`src/rtl/fsk_frame_encoder.sv`:
```
// Serial FSK frame encoder: sync pattern followed by Hamming(7,4) codewords, each bit held BIT_CYC clocks.
// Define FSK_ENC_FRAME_PARITY_EN to append an even-parity bit over all codeword bits.
module fsk_frame_encoder #(
  parameter int                  DATA_W   = 8,
  parameter int                  SYNC_LEN = 3,
  parameter logic [SYNC_LEN-1:0] SYNC_PAT = 3'b110,
  parameter int                  BIT_CYC  = 1
) (
  input  logic              clk,
  input  logic              rst_n,
  input  logic [DATA_W-1:0] data_in,
  input  logic              in_valid,
  output logic              in_ready,
  output logic              data_out,
  output logic              busy,
  output logic              frame_done
);

  localparam int NIB    = DATA_W / 4;
  localparam int CW_END = SYNC_LEN + 7 * NIB;
`ifdef FSK_ENC_FRAME_PARITY_EN
  localparam int N      = CW_END + 1;
`else
  localparam int N      = CW_END;
`endif
  localparam int BCW    = $clog2(N);
  localparam int CCW    = (BIT_CYC > 1) ? $clog2(BIT_CYC) : 1;

  typedef enum logic [1:0] {IDLE, SYNC, DATA, PAR} state_t;

  state_t           state, state_nxt;
  logic [N-1:0]     fr;
  logic [BCW-1:0]   bit_cnt;
  logic [CCW-1:0]   cyc_cnt;
  logic             bit_end, final_cyc, hs;

  // The whole frame is assembled at handshake and shifted out MSB first.
  function automatic logic [N-1:0] build_frame(input logic [DATA_W-1:0] d);
    logic [N-1:0]      f;
    logic [DATA_W-1:0] w;
    logic [3:0]        n;
    logic [6:0]        cw;
`ifdef FSK_ENC_FRAME_PARITY_EN
    logic              p;
    p = 1'b0;
`endif
    f = N'(SYNC_PAT);
    w = d;
    for (int i = 0; i < NIB; i++) begin
      n  = w[DATA_W-1 -: 4];
      w  = w << 4;
      cw = {n, n[3] ^ n[2] ^ n[1], n[3] ^ n[2] ^ n[0], n[3] ^ n[1] ^ n[0]};
      f  = (f << 7) | N'(cw);
`ifdef FSK_ENC_FRAME_PARITY_EN
      p  = p ^ (^cw);
`endif
    end
`ifdef FSK_ENC_FRAME_PARITY_EN
    f = (f << 1) | N'(p);
`endif
    return f;
  endfunction

  assign bit_end   = (cyc_cnt == CCW'(BIT_CYC - 1));
  assign final_cyc = (state != IDLE) && bit_end && (bit_cnt == BCW'(N - 1));
  assign hs        = in_valid && in_ready;

  always_ff @(posedge clk or negedge rst_n) begin
    if (!rst_n) state <= IDLE;
    else        state <= state_nxt;
  end

  always_comb begin
    state_nxt = state;
    case (state)
      IDLE: if (hs) state_nxt = SYNC;
      SYNC: if (bit_end && bit_cnt == BCW'(SYNC_LEN - 1)) state_nxt = DATA;
      DATA: if (bit_end && bit_cnt == BCW'(CW_END - 1))
`ifdef FSK_ENC_FRAME_PARITY_EN
              state_nxt = PAR;
      PAR:  if (bit_end) state_nxt = hs ? SYNC : IDLE;
`else
              state_nxt = hs ? SYNC : IDLE;
`endif
      default: state_nxt = IDLE;
    endcase
  end

  always_comb begin
    busy       = (state != IDLE);
    data_out   = (state != IDLE) && fr[N-1];
    frame_done = final_cyc;
    in_ready   = (state == IDLE) || final_cyc;
  end

  always_ff @(posedge clk or negedge rst_n) begin
    if (!rst_n) begin
      fr      <= '0;
      bit_cnt <= '0;
      cyc_cnt <= '0;
    end else if (hs) begin
      fr      <= build_frame(data_in);
      bit_cnt <= '0;
      cyc_cnt <= '0;
    end else if (state_nxt == IDLE) begin
      fr      <= '0;
      bit_cnt <= '0;
      cyc_cnt <= '0;
    end else if (bit_end) begin
      fr      <= {fr[N-2:0], 1'b0};
      bit_cnt <= bit_cnt + 1'b1;
      cyc_cnt <= '0;
    end else begin
      cyc_cnt <= cyc_cnt + 1'b1;
    end
  end

endmodule

```
`config.mk`:
```
export PLATFORM = sky130hd
export DESIGN_NAME = fsk_frame_encoder
export DESIGN_NICKNAME = d
export VERILOG_FILES = /design/src/rtl/fsk_frame_encoder.sv
export SDC_FILE = /design/constraint.sdc
export NUM_CORES = 1
export LEC_CHECK = 0
export CAP_MARGIN = 25
export CORE_MARGIN = 3
export CORE_UTILIZATION = 30
export CTS_BUF_LIST = sky130_fd_sc_hd__clkbuf_16
export DETAILED_ROUTE_END_ITERATION = 12
export PLACE_DENSITY_LB_ADDON = 0.15
export SETUP_SLACK_MARGIN = 0.4
export SLEW_MARGIN = 20
export SYNTH_ARGS = -nofsm -noshare
export SYNTH_HDL_FRONTEND = slang
export SYNTH_SLANG_ARGS = --single-unit
```
`constraint.sdc`:
```
create_clock -name clk -period 1.74 [get_ports clk]
set_clock_uncertainty 0.15 [all_clocks]
set_input_delay 0.261 -clock clk [delete_from_list [all_inputs] [get_ports clk]]
set_output_delay 0.261 -clock clk [all_outputs]
set_load 0.01 [all_outputs]
```
==> run_results.csv, run 1 <==
group,metric,value,unit
floorplan,ioPinCount,15,
setup_path,critical_path.n_buffers_inverters,4,
final_layout,final_design_area_no_fill,1847,sq um
floorplan,die_width,71.58,um
power_and_ir_drop,power_density,1506,nW/um^2
final_layout,drive_above_1_share,0.3145,
place,post-dp-hpwl,1954,um
sta,final_critical_path_setup_slack,-0.008967,ns
grt,grt.overflow.total,0,
sta,timing_max_transition_violations_final,0,
logic_synthesis,synth_nets,139,
run_status,status,"complete, but fails checks",
setup_path,critPathCaptureType,"register",
sta,report.final.hold_viol_count,0,
logic_synthesis,yosys.cell_types.count,27,
setup_path,rrSetupSlack,-0.009,ns
power_and_ir_drop,power,2.781,mW
setup_path,cp_slowest_stage_delay,0.36,ns
logic_synthesis,synth_seq_cells,24,
cts,clock_sinks,24,
setup_path,critPathRequiredTime,1.78,ns
cts,cts.clk_slew.worst_paths,0.06,ns
grt,grt_pass1_wl,5244,um
grt,via_count_of_the_first_global_routing_pass,1106,
floorplan,coreArea,4086,sq um
place,gp_congestion,0.7651,
route,drt_iter0_markers,68,
final_layout,seqCellArea,600.6,sq um
place,port_buffers,14,
sta,fin_crit_sh,1.005,
grt,maximum_number_of_pins_on_one_net_before_global_route_repair,25,
route,route.detailed.drc,0,
setup_path,arrival_time_at_the_worst_endpoint,1.79,ns
sta,tightest_slew,0.3201,ns
setup_path,cp_top_family,"simple AND/OR/NAND/NOR gates",
setup_path,path_max_fanout,6,
cts,holdBufCountCts,0,
cts,max-clock-path-buffers,2,
cts,tritoncts,"done",
place,total_cell_area_at_the_placement_stage,1600,sq um
route,dr.pass1.iters,4,
floorplan,die_h,71.58,um
sta,finalSetupTns,-0.01584,ns
route,postRouteAntennaNets,0,
sta,final-setup-viol-count,2,
floorplan,total_die_area,5123,sq um
cts,clk_latency,0.26,ns
setup_path,cp-start-kind,"register",
final_layout,nNetsFinal,174,
logic_synthesis,postSynthCellCount,125,
hold_path,hold_class,"in2async",
floorplan,initial_core_utilization,0.3157,
final_layout,multiInputGateArea,711.9,sq um
cts,cts_made_buffers,3,
setup_path,cells_along_the_critical_path,"inv_2, ha_4, and4bb_2, buf_6, nor3b_4, buf_4, a21oi_2, buf_6, nor2b_1",
sta,max_freq,571.8,MHz
setup_path,timing.setup.critical_path_class,"reg2reg",
run_status,failed_checks,"setup timing",
place,place_inst,198,
cts,h-tree-depth,1,
setup_path,cp_common_cell,"buf_6",
logic_synthesis,yosysWarnings,0,
final_layout,area_growth_syn_to_layout,43.16,%
floorplan,rows,23,
route,detailroute.via_count,1129,
route,post_drt_via_cell_ratio,5.402,
flow_run,maxCapViolations,0,
logic_synthesis,syn_area_per_cell,10.32,sq um
final_layout,final-instance-count-excl-fill,209,
setup_path,critPathSlowestCell,"dfrtp_1",
final_layout,insertedDiodeCount,0,
grt,grt_antenna_before_repair,0,
power_and_ir_drop,p_leak,0.7590,nW
route,drt-wirelength-per-cell,15.14,um
cts,cts_root_buffer,"clkbuf_16",
power_and_ir_drop,peakVddDrop,0.0005367,V
grt,groute.usage.overall,0.1290,
route,routed_wl,3165,um
sta,timing.max_slew.rel_slack,0.7866,
sta,finalWorstPathRequiredPeriod,1.749,ns
final_layout,fillers,389,
sta,rsz0062_at_grt,"true",
logic_synthesis,seq_area_frac_synth,0.4656,
logic_synthesis,netlist_area,1290,sq um
[metrics by stage]
stage                     hold WS [ns]  setup slack [ns]    util
final                           0.2182         -0.008967  0.4519
after global placement          0.3034           -0.1373  0.3916
after CTS                       0.2391          0.001158  0.4354
after detailed placement        0.3060           -0.1518  0.3916
after floorplan                -0.1846           0.08955       -
after global routing            0.2459          -0.07567  0.4519
[cell usage in the layout, fill, tap and decap left out, types with 2 or more instances in the layout]
| cell type | netlist | layout |
|---|---|---|
| dfrtp_1 | 24 | 24 |
| buf_4 | 1 | 15 |
| a22oi_1 | 14 | 13 |
| a32oi_1 | 13 | 13 |
| o21ai_1 | 3 | 13 |
| xnor2_1 | 11 | 11 |
| clkdlybuf4s50_1 | 0 | 10 |
| buf_6 | 0 | 10 |
| nand2_1 | 4 | 3 |
| o21ai_0 | 13 | 3 |
| nor2_2 | 1 | 3 |
| nor2_1 | 6 | 3 |
| nor2b_1 | 3 | 3 |
| clkbuf_16 | 0 | 3 |
| inv_2 | 0 | 2 |
| a21oi_2 | 0 | 2 |
| nand3_1 | 2 | 2 |
| xor2_1 | 2 | 2 |
| a31oi_1 | 2 | 2 |
| a21oi_1 | 4 | 2 |
| ha_4 | 0 | 2 |
| buf_2 | 3 | 2 |
[power by group]
| part | leakage (nW) | switching [mW] | internal [mW] |
|---|---|---|---|
| clock | 0.0511 | 0.207 | 0.457 |
| sequential | 0.318 | 0.116 | 0.776 |
| combinational | 0.390 | 0.600 | 0.624 |
[flip-flops by register name, summed over array words and instances (netlist names)]
signal   count
fr          17
state        2
bit_cnt      5
[layout make-up]
cell class | instances | area share
clock buffers | 3 | 0.04065
clock inverters | 1 | 0.01626
inverters | 3 | 0.006098
multi-input cells | 90 | 0.3855
flip-flops and latches | 24 | 0.3252
well taps | 50 | 0.03388
repair buffers | 38 | 0.1924
[cells by family (layout without fill, tap and decap cells)]
group	count (synthesis)	count (layout)	share of synthesized area
fa+ha+maj	3	3	0.02910
flops	24	24	0.4656
compound gates	50	50	0.2648
buf+inv	11	45	0.03782
xor+xnor	13	13	0.08826
simple gates	24	24	0.1145
[metal layers]
metal / GRT usage / up-vias / part of all wire
met5: 0 / - / 0
met4: 0.03132 / 0 / 0.0032
met3: 0.02384 / 2 / 0.047
met2: 0.2214 / 21 / 0.49
met1: 0.1677 / 566 / 0.46
li1: - / 540 / -
[path summary, 6_finish.rpt]
check                           startpoint    endpoint  depth (start not counted)
worst max register to register  bit_cnt[0]  bit_cnt[1]                          9
worst min-delay path                 rst_n  bit_cnt[4]                          2
worst max-delay path            bit_cnt[0]  bit_cnt[1]                          9
max in group asynchronous            rst_n    state[0]                          2
min in group clk                    fr[13]      fr[14]                          1
worst min register to register      fr[13]      fr[14]                          1
[synth_stat cells]
cell type	number	area (sq um)
ha_1	3	37.54
and4bb_1	1	12.51
a31oi_1	2	12.51
o21ai_1	3	15.01
inv_1	3	11.26
nor2_2	1	6.260
a32oi_1	13	113.9
o211a_1	1	10.01
a22oi_1	14	105.1
buf_2	3	15.01
a21oi_1	4	20.02
or4_1	1	7.510
or2_2	1	6.260
nor3b_4	1	18.77
clkbuf_1	4	15.01
xnor2_1	11	96.34
dfrtp_1	24	600.6
nand3_1	2	10.01
buf_4	1	7.510
and3_1	1	6.260
xor2_1	2	17.52
nand2_1	4	15.01
and2_1	2	12.51
nor2_1	6	22.52
nand4bb_1	1	11.26
nor2b_1	3	18.77
o21ai_0	13	65.06
[repair_timing]
item	CTS	global route
buffers inserted	4	3
pin swaps	6	4
endpoints found under the setup margin	28	28
resized for setup	40	12
Note: power is estimated with default switching activity, not from simulation.
==> run 2, diff against run 1 <==
--- a/config.mk
+++ b/config.mk
@@ -10,6 +10,7 @@
 export CORE_UTILIZATION = 30
 export CTS_BUF_LIST = sky130_fd_sc_hd__clkbuf_16
 export DETAILED_ROUTE_END_ITERATION = 12
+export HOLD_SLACK_MARGIN = 0.02
 export PLACE_DENSITY_LB_ADDON = 0.15
 export SETUP_SLACK_MARGIN = 0.4
 export SLEW_MARGIN = 20
==> results of run 2 <==
The final DEF is identical to that of run 1; final timing and power are the same.
